--- src/rtl/calc_pkg.sv ---
// Shared definitions for the calculator keypad front end: key codes,
// scan-result and debounce-state encodings, and the keypad map.
package calc_pkg;

    localparam logic [3:0] K_0   = 4'd0;
    localparam logic [3:0] K_1   = 4'd1;
    localparam logic [3:0] K_2   = 4'd2;
    localparam logic [3:0] K_3   = 4'd3;
    localparam logic [3:0] K_4   = 4'd4;
    localparam logic [3:0] K_5   = 4'd5;
    localparam logic [3:0] K_6   = 4'd6;
    localparam logic [3:0] K_7   = 4'd7;
    localparam logic [3:0] K_8   = 4'd8;
    localparam logic [3:0] K_9   = 4'd9;
    localparam logic [3:0] K_PLS = 4'd10;
    localparam logic [3:0] K_MNS = 4'd11;
    localparam logic [3:0] K_EQ  = 4'd12;
    localparam logic [3:0] K_CLR = 4'd13;

    typedef enum logic [1:0] {
        NONE,
        KEY,
        MULTI
    } scan_res_e;

    typedef enum logic [1:0] {
        IDLE,
        DEBOUNCE,
        HELD,
        RELEASE
    } kp_state_e;

    // Row 3 columns 2 and 3 are unpopulated; callers mask them before lookup.
    function automatic logic [3:0] key_code(input logic [1:0] row, input logic [1:0] col);
        logic [3:0] code;
        code = K_0;
        case ({row, col})
            4'h0:    code = K_1;
            4'h1:    code = K_2;
            4'h2:    code = K_3;
            4'h3:    code = K_PLS;
            4'h4:    code = K_4;
            4'h5:    code = K_5;
            4'h6:    code = K_6;
            4'h7:    code = K_MNS;
            4'h8:    code = K_7;
            4'h9:    code = K_8;
            4'hA:    code = K_9;
            4'hB:    code = K_EQ;
            4'hC:    code = K_CLR;
            4'hD:    code = K_0;
            default: code = K_0;
        endcase
        return code;
    endfunction

endpackage

--- src/rtl/keypad_scanner.sv ---
// Row scanner for a 4x4 active-low keypad: drives rows in turn, samples the
// synchronised columns once per row, and reports one result per full scan.
module keypad_scanner
    import calc_pkg::*;
#(
    parameter int SCAN_DIV = 1000
) (
    input  logic       clk,
    input  logic       clr,
    input  logic [3:0] col_n,
    output logic [3:0] row_n,
    output logic       scan_done,
    output scan_res_e  scan_res,
    output logic [3:0] scan_code
);

    localparam int DW = $clog2(SCAN_DIV);
    localparam logic [DW-1:0] DWELL_LAST = DW'(SCAN_DIV - 1);

    logic [3:0]    col_s1_q, col_s2_q;
    logic [DW-1:0] dwell_q, dwell_d;
    logic [1:0]    row_q, row_d;
    logic [1:0]    hits_q, hits_d;
    logic [3:0]    code_q, code_d;
    logic          done_q, done_d;
    scan_res_e     res_q, res_d;
    logic [3:0]    out_code_q, out_code_d;

    logic          last;
    logic [3:0]    pressed;
    logic [2:0]    row_hits;
    logic [2:0]    sum_w;
    logic [1:0]    sum_sat;
    logic [1:0]    first_col;
    logic [3:0]    new_code;

    always_comb begin
        last      = (dwell_q == DWELL_LAST);
        pressed   = ~col_s2_q & ((row_q == 2'd3) ? 4'b0011 : 4'b1111);
        row_hits  = {2'b0, pressed[0]} + {2'b0, pressed[1]} +
                    {2'b0, pressed[2]} + {2'b0, pressed[3]};
        sum_w     = {1'b0, hits_q} + row_hits;
        // Counts saturate at 2: anything beyond one key is simply MULTI.
        sum_sat   = (sum_w >= 3'd2) ? 2'd2 : sum_w[1:0];
        first_col = 2'd0;
        if (pressed[0])      first_col = 2'd0;
        else if (pressed[1]) first_col = 2'd1;
        else if (pressed[2]) first_col = 2'd2;
        else if (pressed[3]) first_col = 2'd3;
        new_code  = (hits_q == 2'd0 && row_hits == 3'd1) ? key_code(row_q, first_col) : code_q;

        dwell_d    = last ? '0 : dwell_q + 1'b1;
        row_d      = last ? row_q + 2'd1 : row_q;
        hits_d     = hits_q;
        code_d     = code_q;
        done_d     = 1'b0;
        res_d      = res_q;
        out_code_d = out_code_q;

        if (last) begin
            if (row_q == 2'd3) begin
                done_d     = 1'b1;
                res_d      = (sum_sat == 2'd0) ? NONE : (sum_sat == 2'd1) ? KEY : MULTI;
                out_code_d = new_code;
                hits_d     = 2'd0;
                code_d     = K_0;
            end else begin
                hits_d = sum_sat;
                code_d = new_code;
            end
        end
    end

    always_ff @(posedge clk or posedge clr) begin
        if (clr) begin
            col_s1_q   <= 4'hF;
            col_s2_q   <= 4'hF;
            dwell_q    <= '0;
            row_q      <= 2'd0;
            hits_q     <= 2'd0;
            code_q     <= K_0;
            done_q     <= 1'b0;
            res_q      <= NONE;
            out_code_q <= K_0;
        end else begin
            col_s1_q   <= col_n;
            col_s2_q   <= col_s1_q;
            dwell_q    <= dwell_d;
            row_q      <= row_d;
            hits_q     <= hits_d;
            code_q     <= code_d;
            done_q     <= done_d;
            res_q      <= res_d;
            out_code_q <= out_code_d;
        end
    end

    assign row_n     = ~(4'b0001 << row_q);
    assign scan_done = done_q;
    assign scan_res  = res_q;
    assign scan_code = out_code_q;

endmodule

--- src/rtl/calc_keypad_encoder.sv ---
// Keypad front end for the BCD calculator: debounces scanner results and
// turns each accepted press into one command pulse, enforcing entry rules.
module calc_keypad_encoder
    import calc_pkg::*;
#(
    parameter int SCAN_DIV       = 1000,
    parameter int DEBOUNCE_SCANS = 4,
    parameter int MAX_DIGITS     = 4
) (
    input  logic       clk,
    input  logic       clr,
    input  logic [3:0] col_n,
    output logic [3:0] row_n,
    output logic [3:0] d_in,
    output logic       ent,
    output logic       pls,
    output logic       mns,
    output logic       eq,
    output logic       clr_key,
    output logic       key_err
);

    localparam int CNT_W = 16;
    localparam int DC_W  = $clog2(MAX_DIGITS + 1);
    localparam logic [CNT_W-1:0] DB_LIM = CNT_W'(DEBOUNCE_SCANS);
    localparam logic [DC_W-1:0]  DIG_LIM = DC_W'(MAX_DIGITS);

    logic       scan_done;
    scan_res_e  scan_res;
    logic [3:0] scan_code;

    keypad_scanner #(.SCAN_DIV(SCAN_DIV)) u_scanner (
        .clk       (clk),
        .clr       (clr),
        .col_n     (col_n),
        .row_n     (row_n),
        .scan_done (scan_done),
        .scan_res  (scan_res),
        .scan_code (scan_code)
    );

    kp_state_e        state_q, state_d;
    logic [CNT_W-1:0] cnt_q, cnt_d;
    logic [3:0]       key_q, key_d;
    logic [DC_W-1:0]  dcnt_q, dcnt_d;
    logic             lock_q, lock_d;
    logic [3:0]       d_in_q, d_in_d;
    logic             ent_q, ent_d, pls_q, pls_d, mns_q, mns_d;
    logic             eq_q, eq_d, clr_key_q, clr_key_d, key_err_q, key_err_d;
    logic             emit;

    always_comb begin
        state_d   = state_q;
        cnt_d     = cnt_q;
        key_d     = key_q;
        dcnt_d    = dcnt_q;
        lock_d    = lock_q;
        d_in_d    = d_in_q;
        ent_d     = 1'b0;
        pls_d     = 1'b0;
        mns_d     = 1'b0;
        eq_d      = 1'b0;
        clr_key_d = 1'b0;
        key_err_d = 1'b0;
        emit      = 1'b0;

        if (scan_done) begin
            case (state_q)
                IDLE: begin
                    if (scan_res == KEY) begin
                        key_d = scan_code;
                        cnt_d = CNT_W'(1);
                        if (DEBOUNCE_SCANS == 1) begin
                            state_d = HELD;
                            emit    = 1'b1;
                        end else begin
                            state_d = DEBOUNCE;
                        end
                    end
                end
                DEBOUNCE: begin
                    if (scan_res != KEY) begin
                        state_d = IDLE;
                    end else if (scan_code != key_q) begin
                        key_d = scan_code;
                        cnt_d = CNT_W'(1);
                    end else if (cnt_q + 1'b1 >= DB_LIM) begin
                        state_d = HELD;
                        emit    = 1'b1;
                    end else begin
                        cnt_d = cnt_q + 1'b1;
                    end
                end
                HELD: begin
                    // Held keys never repeat; only a full release re-arms.
                    if (scan_res == NONE) begin
                        cnt_d   = CNT_W'(1);
                        state_d = (DEBOUNCE_SCANS == 1) ? IDLE : RELEASE;
                    end
                end
                RELEASE: begin
                    if (scan_res != NONE) begin
                        state_d = HELD;
                    end else if (cnt_q + 1'b1 >= DB_LIM) begin
                        state_d = IDLE;
                    end else begin
                        cnt_d = cnt_q + 1'b1;
                    end
                end
                default: state_d = IDLE;
            endcase
        end

        if (emit) begin
            case (scan_code)
                K_PLS: begin
                    pls_d  = 1'b1;
                    dcnt_d = '0;
                end
                K_MNS: begin
                    mns_d  = 1'b1;
                    dcnt_d = '0;
                end
                K_EQ: begin
                    eq_d   = 1'b1;
                    lock_d = 1'b1;
                end
                K_CLR: begin
                    clr_key_d = 1'b1;
                    dcnt_d    = '0;
                    lock_d    = 1'b0;
                end
                default: begin
                    if (!lock_q && dcnt_q < DIG_LIM) begin
                        d_in_d = scan_code;
                        ent_d  = 1'b1;
                        dcnt_d = dcnt_q + 1'b1;
                    end else begin
                        key_err_d = 1'b1;
                    end
                end
            endcase
        end
    end

    always_ff @(posedge clk or posedge clr) begin
        if (clr) begin
            state_q   <= IDLE;
            cnt_q     <= '0;
            key_q     <= K_0;
            dcnt_q    <= '0;
            lock_q    <= 1'b0;
            d_in_q    <= 4'd0;
            ent_q     <= 1'b0;
            pls_q     <= 1'b0;
            mns_q     <= 1'b0;
            eq_q      <= 1'b0;
            clr_key_q <= 1'b0;
            key_err_q <= 1'b0;
        end else begin
            state_q   <= state_d;
            cnt_q     <= cnt_d;
            key_q     <= key_d;
            dcnt_q    <= dcnt_d;
            lock_q    <= lock_d;
            d_in_q    <= d_in_d;
            ent_q     <= ent_d;
            pls_q     <= pls_d;
            mns_q     <= mns_d;
            eq_q      <= eq_d;
            clr_key_q <= clr_key_d;
            key_err_q <= key_err_d;
        end
    end

    assign d_in    = d_in_q;
    assign ent     = ent_q;
    assign pls     = pls_q;
    assign mns     = mns_q;
    assign eq      = eq_q;
    assign clr_key = clr_key_q;
    assign key_err = key_err_q;

endmodule

--- config.mk ---
export PLATFORM = sky130hd
export DESIGN_NAME = calc_keypad_encoder
export DESIGN_NICKNAME = d
export VERILOG_FILES = /design/src/rtl/calc_pkg.sv /design/src/rtl/keypad_scanner.sv /design/src/rtl/calc_keypad_encoder.sv
export SDC_FILE = /design/constraint.sdc
export NUM_CORES = 1
export LEC_CHECK = 0
export BUFFER_PORTS_ARGS = -buffer_cell sky130_fd_sc_hd__buf_2
export CORE_MARGIN = 5
export CORE_UTILIZATION = 61
export CTS_BUF_LIST = sky130_fd_sc_hd__clkbuf_2
export DETAILED_ROUTE_END_ITERATION = 8
export GPL_TIMING_DRIVEN = 1
export PLACE_DENSITY_LB_ADDON = 0.08
export SLEW_MARGIN = 20
export SYNTH_ARGS = -nofsm -noshare
export SYNTH_HDL_FRONTEND = slang
export SYNTH_SLANG_ARGS = --single-unit
--- constraint.sdc ---
create_clock -name clk -period 5 [get_ports clk]
set_clock_uncertainty 0.15 [all_clocks]
set_input_delay 0.75 -clock clk [delete_from_list [all_inputs] [get_ports clk]]
set_output_delay 0.75 -clock clk [all_outputs]
set_load 0.03 [all_outputs]
==> Yosys cells after proc, flatten, opt, wreduce, memory -nomap -nowiden <==
Memory sizes are Yosys's and may differ from the RTL's.
Cells that the tools add are included.
{ "word_totals": {"regBits": 69, "out_inout_bits": 14, "mem_bits_ro": 64, "latchBits": 0, "input_bits": 6, "elab_cells": 136, "ram_bits": 0, "memories": 1} }
{ "mem_list": {"columns": ["memory", "words", "width", "read_ports", "rd_ports_with_merged_regs", "write_ports", "line", "rtl"], "rows": [
  ["(name not given)", 16, 4, 1, 0, 0, "calc_pkg.sv:37", "case ({row, col})"]
]} }
{ "classes": {"bitwise_logic": 5, "n_mul": 0, "shifts": 1, "muxes": 55, "eq_ne": 22, "magnitude_cmp": 3, "div_mod_pow": 0, "addsub": 8, "reduce_logical": 20} }
{ "op_table": {"columns": ["op", "count"], "rows": [
  ["two-way mux 16 bit", 6],
  ["case mux 16 bit (4 select lines)", 1],
  ["two-way mux 2 bit", 15],
  ["two-way mux 4 bit", 6],
  ["two-way mux 1 bit", 21],
  ["adder 16 x 1 -> 16 bit (second input constant)", 1],
  ["== test 4 bit (second input constant)", 4],
  [">= comparator 16 x 3 -> 1 bit (second input constant)", 1],
  ["adder 10 x 1 -> 10 bit (second input constant)", 1],
  ["== test 10 bit (second input constant)", 1],
  ["two-way mux 10 bit", 1],
  ["inequality test 2 bit (second input constant)", 5],
  ["AND reduction 5 bit", 2],
  ["inequality test 3 bit (second input constant)", 3],
  ["logical NOT 2 bit", 4],
  ["inverter 4 bit", 2],
  ["case mux 2 bit (4 select lines)", 1],
  ["case mux 4 bit (2 select lines)", 1],
  ["nonzero test 2 bit", 4],
  ["adder 3 x 1 -> 3 bit", 2],
  ["== test 2 x 1 -> 1 bit (second input constant)", 3],
  ["== test 2 bit (second input constant)", 3],
  ["case mux 3 bit (2 select lines)", 1],
  ["AND reduction 3 bit", 2],
  ["20 further kinds", 23]
]} }

==> Logic depth before layout (Yosys ltp) <==
Gate-level depths: netlist of the first run.
{ "depth": {"word_depth": 12, "ltp_mapped": 12} }

==> By module <==
From an unflattened synthesis of the first run, not the netlist that was laid out.
{ "hier_totals": {"cells_unflattened": 320, "hier_area_um2": 3497.1} }
{ "modules_own_cells": {"columns": ["module", "seq_area_each_um2", "instances", "area_each_um2", "cells_per_inst"], "rows": [
  ["calc_keypad_encoder", 900.9, 1, 1818.0, 164],
  ["keypad_scanner", 835.8, 1, 1679.1, 156]
]} }

==> Least setup slack after synthesis of the first run <==
No wires, ideal clock.
{ "synth_timing": {"kind": "register to register", "startpoint": "register u_scanner.row_q[1]", "endpoint": "register u_scanner.out_code_q[1] (netlist: u_scanner.scan_code[1])", "setup_slack_ps": 1901, "period_less_slack_ps": 3099, "n_path_buf": 0, "setup_ps": 125, "arrival_time_ps": 2824, "stages_incl_launch_ff": 11, "required_time_ps": 4725, "path_cell_list": "dfrtp_1 ha_1 inv_1 nand2_1 fa_1 inv_1 ha_1 or4_1 nor2_1 a21oi_1 mux2_2"} }
{ "synth_via": {"elab_chain_cells": 9} }
{ "synth_rtl": {"columns": ["item", "line", "rtl"], "rows": [
  ["start: declaration", "keypad_scanner.sv:22", "logic [1:0] row_q, row_d;"],
  ["start signal: assignment", "keypad_scanner.sv:89", "row_q <= row_d;"],
  ["branches (longest 9 deep; another with adder 3 x 1 -> 3 bit)", null, null],
  ["end signal: assignment", "keypad_scanner.sv:94", "out_code_q <= out_code_d;"],
  ["end: declaration", "keypad_scanner.sv:27", "logic [3:0] out_code_q, out_code_d;"]
]} }
Parallel ways; which one is timed is not known.
A chain may end at the register's enable or synchronous reset.

==> Worst setup path in the final report of the first run <==
{ "layout_timing": {"startpoint": "register u_scanner.row_q[0]", "endpoint": "register u_scanner.out_code_q[1] (netlist: u_scanner.scan_code[1])"} }
Same word-level chain as after synthesis.

==> impl_metrics.yaml, run 1 <==
clock_tree:
  clockBufferDepth: 2
  cts.sinks: 69
  path_clk_slew_ns: 0.16
  clockRootBuffer: "clkbuf_2"
  clk_latency_ns: 0.50
  postCtsSetupBuffers: 0
  ctsResizeCount: 0
  cts_made_buffers: 9
  tritoncts: "done"
  holdBufCountCts: 0
  clock_tree.htree_level_count: 3
power_and_ir_drop:
  pwr_density_cell_mw_per_mm2: 272
  max-vdd-ir-drop_mv: 0.212
  p_leak_nw: 1.75
die:
  fp-row-count: 27
  coreArea_mm2: 0.00544
  io_pins: 20
  die_w_um: 84.5
  die_area_mm2: 0.00715
  die_h_um: 84.5
  start_util_pct: 62.3
global_routing:
  grt_pass1_wl_mm: 10.7
  track_usage_pct: 18.5
  grt_max_degree: 70
  grt_overflow: 0
  grt_pass1_vias: 2390
  antenna_found_initial: 0
synth:
  syn_area_mm2: 0.00339
  synth-edff-count: 0
  synth_commonest_cells: "61 x dfrtp_1, 31 x nor2_1, 23 x inv_1"
  synthCells: 316
  async_reset_ff_share_pct: 100
  yosys.area.top_type_share_pct: 45.0
  yosysSeqAreaShare_pct: 51.2
  synthFlopType: "dfrtp_1"
  synth_area_leaders: "dfrtp_1 45%, dfstp_2 6.2%, ha_1 4.8%"
  syn_nets: 337
  yosysTopAreaCell: "dfrtp_1"
  yosys.cell_types.count: 53
  synth_seq_cells: 69
  synth_most_common_cell: "dfrtp_1"
  synth_warnings: 0
  syn_area_per_cell_um2: 10.7
sta:
  tightest_slew_ns: 0.966
  final_hold_viol_count: 0
  setup_viol: 0
  rsz0062_at_grt: "no"
  relSlewSlack_pct: 35.1
  drv_slew: 0
  fmax_ghz: 0.297
  finalSetupTns_ns: 0
  min_period_ns: 3.37
  finalCritPeriodShare_pct: 67.3
  setup_ws_ns: 1.63
  worst_hold_slack_ns: 0.192
place:
  hpwl_mm: 4.05
  gp_congestion: 0.768
  dp_slack_ns: 1.69
  placed_cell_area_mm2: 0.00356
  io_buffers: 19
outcome:
  outcome: "completed"
drt:
  first_pass_iters: 4
  drc: 0
  routed_wl_mm: 6.00
  wl_per_cell_um: 14.4
  vias: 2319
  drtIter0Drc: 105
  antenna_left: 0
  viasPerCell: 5.55
critical_path:
  crit_type: "reg2reg"
  startpoint_type: "flip-flop"
  cp_max_fo: 10
  critPathRequiredTime_ns: 5.24
  endpoint_kind: "flip-flop"
  r2r_cells: 9
  worstPathArrival_ns: 3.60
cells_and_area:
  area_growth_pct: 9.45
  insertedDiodeCount: 0
  drive_gt1_share_pct: 19.1
  final_nets: 363
  final_area_mm2: 0.00371
run:
  cap_violations: 0
worst_hold_path:
  hp-class: "in2reg"
  worstHoldPathCells: 1
==> report_power, final <==
part | internal [mW] | switching (mW)
logic | 0.0127 | 0.0304
registers | 0.564 | 0.000938
clock network | 0.209 | 0.193
total | 0.786 | 0.224
==> kinds of logic after synthesis <==
group                    count (synthesis)  synth area share, %
AO/OA/AOI/OAI                           55                 11.5
XOR/XNOR                                14                 3.62
adder cells (fa/ha/maj)                 15                 5.98
buffers and inverters                   29                 3.25
flip-flops                              69                 51.2
multiplexers                            15                 5.35
AND/OR/NAND/NOR                        119                 19.0
==> registers in the layout, summed over array words and instances, names as in the netlist, 2 cells and up <==
signal               flops
cnt_q                   16
d_in                     4
dcnt_q                   3
key_q                    4
state_q                  2
u_scanner.code_q         4
u_scanner.col_s1_q       4
u_scanner.col_s2_q       4
u_scanner.dwell_q       10
u_scanner.hits_q         2
u_scanner.row_q          2
u_scanner.scan_code      4
u_scanner.scan_res       2
==> final cells by class <==
class | count | area (um^2)
Clock buffer | 9 | 45.0
Sequential cell | 69 | 1740
Tap cell | 72 | 90.1
Fill cell | 440 | 1730
Inverter | 24 | 90.1
Multi-Input combinational cell | 218 | 1540
Clock inverter | 6 | 103
Timing Repair Buffer | 20 | 103
==> final timing paths <==
check | startpoint | slack (ns) | to
worst max-delay path | u_scanner.row_q[0]$_DFFE_PP0N_ | 1.63 | u_scanner.scan_code[1]$_DFFE_PP0P_
worst max register to register | u_scanner.row_q[0]$_DFFE_PP0N_ | 1.63 | u_scanner.scan_code[1]$_DFFE_PP0P_
worst min-delay path | col_n[0] | 0.19 | u_scanner.col_s1_q[0]$_DFF_PP1_
worst min register to register | u_scanner.col_s1_q[1]$_DFF_PP1_ | 0.22 | u_scanner.col_s2_q[1]$_DFF_PP1_
min in group asynchronous | clr | 0.31 | cnt_q[3]$_DFFE_PP0P_
max in group asynchronous | clr | 3.82 | u_scanner.scan_code[1]$_DFFE_PP0P_
==> through the flow <==
| stage | utilization [%] | power [mW] | instances |
|---|---|---|---|
| 2_1_floorplan | - | 0.607 | 316 |
| 3_3_place_gp | 65.5 | 0.616 | 403 |
| 3_5_place_dp | 65.5 | 0.618 | 403 |
| 4_1_cts | 68.2 | 1.02 | 418 |
| 5_1_grt | 68.2 | 1.06 | 418 |
| 6_report | 68.2 | 1.01 | 418 |
==> worst max-delay path, cell delays in order, from the launching register on <==
cell	delay, ns
dfrtp_1	0.53
ha_1	0.32
or2_2	0.35
fa_1	0.39
inv_1	0.06
ha_1	0.24
or4_1	0.42
nor2_1	0.36
a21oi_1	0.16
mux2_2	0.29
==> cells in the final DEF (no fill, tap or decap), drive strengths merged, types with 5 or more instances in the layout <==
master  count
clkbuf      9
o31ai       5
o21ai      15
a21oi      12
and2       14
inv        23
nand2      22
mux2       13
xnor2       7
nand3      11
dfrtp      61
dfstp       8
xor2        7
nor4        6
buf        20
ha         13
nor3        7
nor2       31
nor2b       6
a22o        5
nand4       7
==> per-layer routing <==
layer	share of wire (%)	up-vias	global-route usage [%]	wire length [um]
li1	-	1162	-	-
met1	48	1119	23.7	2900
met4	1.8	0	7.19	110
met3	3.0	10	5.00	181
met2	47	28	30.0	2810
met5	0	-	0	0
Note: power is estimated with default switching activity, not from simulation.
==> inputs of run 2 (changes only) <==
==> constraint.sdc (replaced) <==
create_clock -name clk -period 3.3 [get_ports clk]
set_clock_uncertainty 0.15 [all_clocks]
set_input_delay 0.495 -clock clk [delete_from_list [all_inputs] [get_ports clk]]
set_output_delay 0.495 -clock clk [all_outputs]
set_load 0.03 [all_outputs]
==> run 2 against run 1 <==
Net effect: combinational power is 57% higher; wire length down 1.7%; clock power rose by 18%; via count is 2.0% higher; critical path depth up 1; worst hold slack got worse by 0.15 ns; die area unchanged; sequential cell count unchanged; utilization grew 0.53 points; maximum frequency is 9.7% higher; sequential share of layout area down 0.36 points; cell count increased by 1.9%; critical path type unchanged.
==> impl_metrics.yaml, run 2 (synthesis results as in run 1) <==
global_routing:
  grt_overflow: 0
  grt_most_used_layer: "met2"
  antenna_found_initial: 0
  grt_pass1_wl_mm: 10.7
  track_usage_pct: 18.6
  grtUsageMet3_pct: 4.22
  use_met2_pct: 28.9
  grt_max_degree: 70
  grt_use_met1_pct: 25.2
  grt_pass1_vias: 2364
die:
  coreArea_mm2: 0.00544
  die_h_um: 84.5
  die_w_um: 84.5
  start_util_pct: 62.3
  die_area_mm2: 0.00715
  fp-row-count: 27
  io_pins: 20
cells_and_area:
  largest_register: "cnt_q"
  area_growth_pct: 10.3
  layout_common_cells: "61 x dfrtp_1, 30 x nor2_1, 22 x inv_1, 21 x nand2_1, 19 x buf_2"
  largest_reg_flops: 16
  final_area_mm2: 0.00374
  final_common_cell: "dfrtp_1"
  largestRegisters: "cnt_q (16), u_scanner.dwell_q (10)"
  final_nets: 370
  drive_gt1_share_pct: 20.1
  insertedDiodeCount: 0
critical_path:
  reg2reg_to: "u_scanner.scan_res[0]$_DFFE_PP0P_"
  cp_max_fo: 6
  crit_type: "reg2reg"
  r2r_cells: 10
  critPathRequiredTime_ns: 3.57
  worstPathArrival_ns: 3.34
  endpoint_kind: "flip-flop"
  reg2reg_from: "u_scanner.row_q[0]$_DFFE_PP0N_"
  startpoint_type: "flip-flop"
  worst-r2r-setup-slack_ns: 0.23
drt:
  viasPerCell: 5.55
  wl_per_cell_um: 13.8
  drtIter0Drc: 93
  first_pass_iters: 4
  antenna_left: 0
  routed_wl_mm: 5.90
  drc: 0
  vias: 2365
place:
  hpwl_mm: 4.08
  io_buffers: 19
  dp_slack_ns: 0.175
  placed_cell_area_mm2: 0.00358
  gp_congestion: 0.811
power_and_ir_drop:
  clkPwrFrac_pct: 34.0
  p_sw_mw: 0.354
  max-vdd-ir-drop_mv: 0.268
  p_leak_nw: 1.76
  combPwrFrac_pct: 4.8
  pwr_density_cell_mw_per_mm2: 375
  p_int_mw: 1.05
  seqPwrFrac_pct: 61.2
  switching_share_pct: 25.3
sta:
  final_hold_viol_count: 0
  setup_viol: 0
  tightest_slew_ns: 0.841
  min_period_ns: 3.07
  finalSetupTns_ns: 0
  finalCritPeriodShare_pct: 93.0
  relSlewSlack_pct: 43.9
  rsz0062_at_grt: "no"
  fmax_ghz: 0.326
  drv_slew: 0
  setup_ws_ns: 0.232
clock_tree:
  clockRootBuffer: "clkbuf_2"
  clk_latency_ns: 0.51
  cts_made_buffers: 9
  path_clk_slew_ns: 0.18
  clockBufferDepth: 2
  tritoncts: "done"
  cts.sinks: 69
  postCtsSetupBuffers: 0
  clock_tree.htree_level_count: 3
run:
  cap_violations: 0
worst_hold_path:
  hp-class: "in2async"
outcome:
  outcome: "completed"
## run 2: layer usage
metal	part of all wire, %	wire length, um
met5	0	0
met4	1.8	108
met3	3.3	197
met2	47	2770
met1	48	2830
## run 2: power by group through the flow
stage               Clock [mW]  Sequential, mW  Combinational [mW]
floorplan                    0           0.871              0.0481
global placement             0           0.871              0.0619
detailed placement           0           0.871              0.0646
CTS                      0.491           0.857              0.0686
global route             0.540           0.858              0.0810
finish                   0.476           0.857              0.0677
## run 2: what timing repair did
action                     4_1_cts  5_1_grt
resized for setup                0        1
hold endpoints to repair         4        0
setup endpoints to repair        0        2
hold buffers                     4        0
## run 2: cell type report
| class | count | area, um^2 |
|---|---|---|
| inverters | 24 | 90.1 |
| multi-input cells | 218 | 1550 |
| fillers | 434 | 1700 |
| clock buffers | 9 | 45.0 |
| flip-flops and latches | 69 | 1740 |
| repair buffers | 27 | 165 |
| well taps | 72 | 90.1 |
| clock inverters | 7 | 66.3 |
## run 2: worst max-delay path by stage
| stage | startpoint | to | slack, ns |
|---|---|---|---|
| floorplan | u_scanner.row_q[1]$_DFFE_PP0N_ | u_scanner.scan_code[1]$_DFFE_PP0P_ | 0.20 |
| global placement | u_scanner.row_q[0]$_DFFE_PP0N_ | u_scanner.scan_code[1]$_DFFE_PP0P_ | 0.24 |
| detailed placement | u_scanner.row_q[0]$_DFFE_PP0N_ | u_scanner.scan_code[2]$_DFFE_PP0P_ | 0.17 |
| CTS | u_scanner.row_q[0]$_DFFE_PP0N_ | u_scanner.scan_code[1]$_DFFE_PP0P_ | 0.14 |
| global route | u_scanner.row_q[0]$_DFFE_PP0N_ | u_scanner.scan_res[0]$_DFFE_PP0P_ | 0.01 |
| finish | u_scanner.row_q[0]$_DFFE_PP0N_ | u_scanner.scan_res[0]$_DFFE_PP0P_ | 0.23 |
## run 2: metrics by stage
| step | power, mW | cells | utilization, % | hold WS [ns] |
|---|---|---|---|---|
| 3_5_place_dp | 0.936 | 406 | 65.9 | 0.197 |
| 5_1_grt | 1.48 | 426 | 68.7 | 0.0622 |
| 2_1_floorplan | 0.919 | 316 | - | 0.195 |
| 6_report | 1.40 | 426 | 68.7 | 0.0436 |
| 3_3_place_gp | 0.933 | 406 | 65.9 | 0.196 |
| 4_1_cts | 1.42 | 426 | 68.7 | 0.0491 |
## run 2: critical path: stages (launching register included)
cell     delay, ns
dfrtp_1       0.42
ha_1          0.26
or2_2         0.35
fa_1          0.53
inv_1         0.05
ha_1          0.19
fa_1          0.43
xor2_1        0.15
nor2_1        0.17
nand2_1       0.10
o21ai_0       0.19
==> inputs of run 3 (changes only) <==
==> constraint.sdc (replaced) <==
create_clock -name clk -period 3.7 [get_ports clk]
set_clock_uncertainty 0.15 [all_clocks]
set_input_delay 0.555 -clock clk [delete_from_list [all_inputs] [get_ports clk]]
set_output_delay 0.555 -clock clk [all_outputs]
set_load 0.03 [all_outputs]
==> run 3 against run 2 <==
Net effect: worst hold slack gained 0.16 ns; wire length shrank 0.17%; combinational power shrank 9.2%; worst setup slack gained 0.12 ns; sequential share of layout area shrank 0.58 points; largest cell class unchanged; cell count is the same; first-iteration DRC count grew 52%; via count shrank 2.2%; critical path depth shrank 1.
==> impl_metrics.yaml, run 3 (synthesis results as in run 1) <==
critical_path:
  worst-r2r-setup-slack_ns: 0.36
  slowest_delay_ns: 0.52
  crit_top_cell: "ha_1"
  endpoint_kind: "flip-flop"
  cp_num_buf_inv: 1
  cp_max_fo: 10
  crit_type: "reg2reg"
  startpoint_type: "flip-flop"
  path_cells: "ha_1, or2_2, fa_1, inv_1, ha_1, or4_1, nor2_1, a21oi_1, mux2_2"
  r2r_cells: 9
  reg2reg_to: "u_scanner.scan_code[2]$_DFFE_PP0P_"
  worstPathArrival_ns: 3.57
  slowest_stage: "dfrtp_1"
  crit_family: "simple AND/OR/NAND/NOR gates"
  critPathRequiredTime_ns: 3.93
  reg2reg_from: "u_scanner.row_q[0]$_DFFE_PP0N_"
cells_and_area:
  layout_common_cells: "61 x dfrtp_1, 31 x nor2_1, 22 x inv_1, 21 x nand2_1, 19 x buf_2"
  instances_no_fill: 426
  final_common_cell: "dfrtp_1"
  largest_reg_flops: 16
  final_nets: 370
  insertedDiodeCount: 0
  multiInputGateArea_mm2: 0.00154
  seq_area_mm2: 0.00174
  largest_register: "cnt_q"
  largestRegisters: "cnt_q (16), u_scanner.dwell_q (10)"
  final_util_pct: 69.6
  drive_gt1_share_pct: 19.8
  n_fill_cell: 421
  area_growth_pct: 11.7
power_and_ir_drop:
  p_leak_nw: 1.78
  max-vdd-ir-drop_mv: 0.354
  power.total_mw: 1.38
  pwr_density_cell_mw_per_mm2: 365
sta:
  drv_slew: 0
  fmax_ghz: 0.299
  final_hold_viol_count: 0
  rsz0062_at_grt: "no"
  finalSetupTns_ns: 0
  relSlewSlack_pct: 61.7
  min_period_ns: 3.34
  finalCritPeriodShare_pct: 90.4
  tightest_slew_ns: 0.569
  setup_viol: 0
place:
  hpwl_mm: 4.18
  dp.cells: 405
  io_buffers: 19
  gp_congestion: 0.807
run:
  cap_violations: 0
clock_tree:
  clockRootBuffer: "clkbuf_2"
  path_clk_slew_ns: 0.19
  cts.sinks: 69
  clockBufferDepth: 2
  clock_tree.htree_level_count: 3
  tritoncts: "done"
  clk_latency_ns: 0.49
  postCtsSetupBuffers: 0
  cts_made_buffers: 9
drt:
  first_pass_iters: 4
  drc: 0
  drtIter0Drc: 141
  antenna_left: 0
  routed_wl_mm: 5.89
  viasPerCell: 5.43
  vias: 2312
  wl_per_cell_um: 13.8
global_routing:
  antenna_found_initial: 0
  track_usage_pct: 18.7
  grt_max_degree: 26
  grt_pass1_wl_mm: 10.8
  grt_overflow: 0
  grt_pass1_vias: 2394
outcome:
  outcome: "completed"
die:
  die_h_um: 84.5
  coreArea_mm2: 0.00544
  die_w_um: 84.5
  start_util_pct: 62.3
  io_pins: 20
  fp-row-count: 27
  die_area_mm2: 0.00715
worst_hold_path:
  hp-class: "reg2reg"
  hold_path_end: "u_scanner.col_s2_q[3]$_DFF_PP1_"
  hold_path_startpoint: "u_scanner.col_s1_q[3]$_DFF_PP1_"
  worstHoldPathCells: 0
## run 3: changes by cell type in the layout (fill, tap and decap cells not counted), sizes merged
cell / previous run / this run
buf: 23 / 22
bufinv: 1 / 3
clkinv: 5 / 3
dlygate4sd3: 4 / 5
## run 3: what timing repair did
| item | CTS | global route |
|---|---|---|
| endpoints found under the hold margin | 24 | 0 |
| hold buffers | 5 | 0 |
| gates resized for setup | 0 | 0 |
## run 3: per-stage QoR
step           hold WS, ns  area, um^2  setup WS [ns]
4_1_cts              0.212        3790          0.383
3_5_place_dp         0.199        3580          0.415
3_3_place_gp         0.195        3580          0.457
5_1_grt              0.229        3790          0.146
2_1_floorplan        0.195        3390          0.601
6_report             0.204        3790          0.356
## run 3: report_power, final
group / switching, mW / leakage [nW] / internal, mW / total (mW)
sequential: 0.00134 / 0.922 / 0.763 / 0.764
clock: 0.267 / 0.0856 / 0.287 / 0.555
combinational: 0.0407 / 0.770 / 0.0208 / 0.0615
## run 3: layer usage
metal,routed length (um),global-route usage [%]
met1,2770,25.0
met5,0,0
met2,2810,29.4
met4,133,8.63
met3,170,3.93
## run 3: area by class of cell
type,count,share of cell area (%)
clock inverters,7,3.01
flip-flops and latches,69,45.9
clock buffers,9,1.19
well taps,72,2.38
inverters,24,2.38
repair buffers,27,4.43
multi-input cells,218,40.7
## run 3: how the worst max path moves through the flow
stage / end / depth (start not counted) / from / slack (ns)
detailed placement: u_scanner.scan_code[2]$_DFFE_PP0P_ / 9 / u_scanner.row_q[0]$_DFFE_PP0N_ / 0.41
finish: u_scanner.scan_code[2]$_DFFE_PP0P_ / 9 / u_scanner.row_q[0]$_DFFE_PP0N_ / 0.36
floorplan: u_scanner.scan_code[1]$_DFFE_PP0P_ / 10 / u_scanner.row_q[1]$_DFFE_PP0N_ / 0.60
global route: u_scanner.hits_q[0]$_DFFE_PP0N_ / 10 / u_scanner.row_q[0]$_DFFE_PP0N_ / 0.15
global placement: u_scanner.scan_code[1]$_DFFE_PP0P_ / 9 / u_scanner.row_q[0]$_DFFE_PP0N_ / 0.46
CTS: u_scanner.scan_code[2]$_DFFE_PP0P_ / 9 / u_scanner.row_q[0]$_DFFE_PP0N_ / 0.38
## run 3: worst reg2reg max path, cell delays in order, from the launching register on
cell	delay, ns
dfrtp_1	0.52
ha_1	0.31
or2_2	0.35
fa_1	0.39
inv_1	0.06
ha_1	0.24
or4_1	0.42
nor2_1	0.37
a21oi_1	0.15
mux2_2	0.30
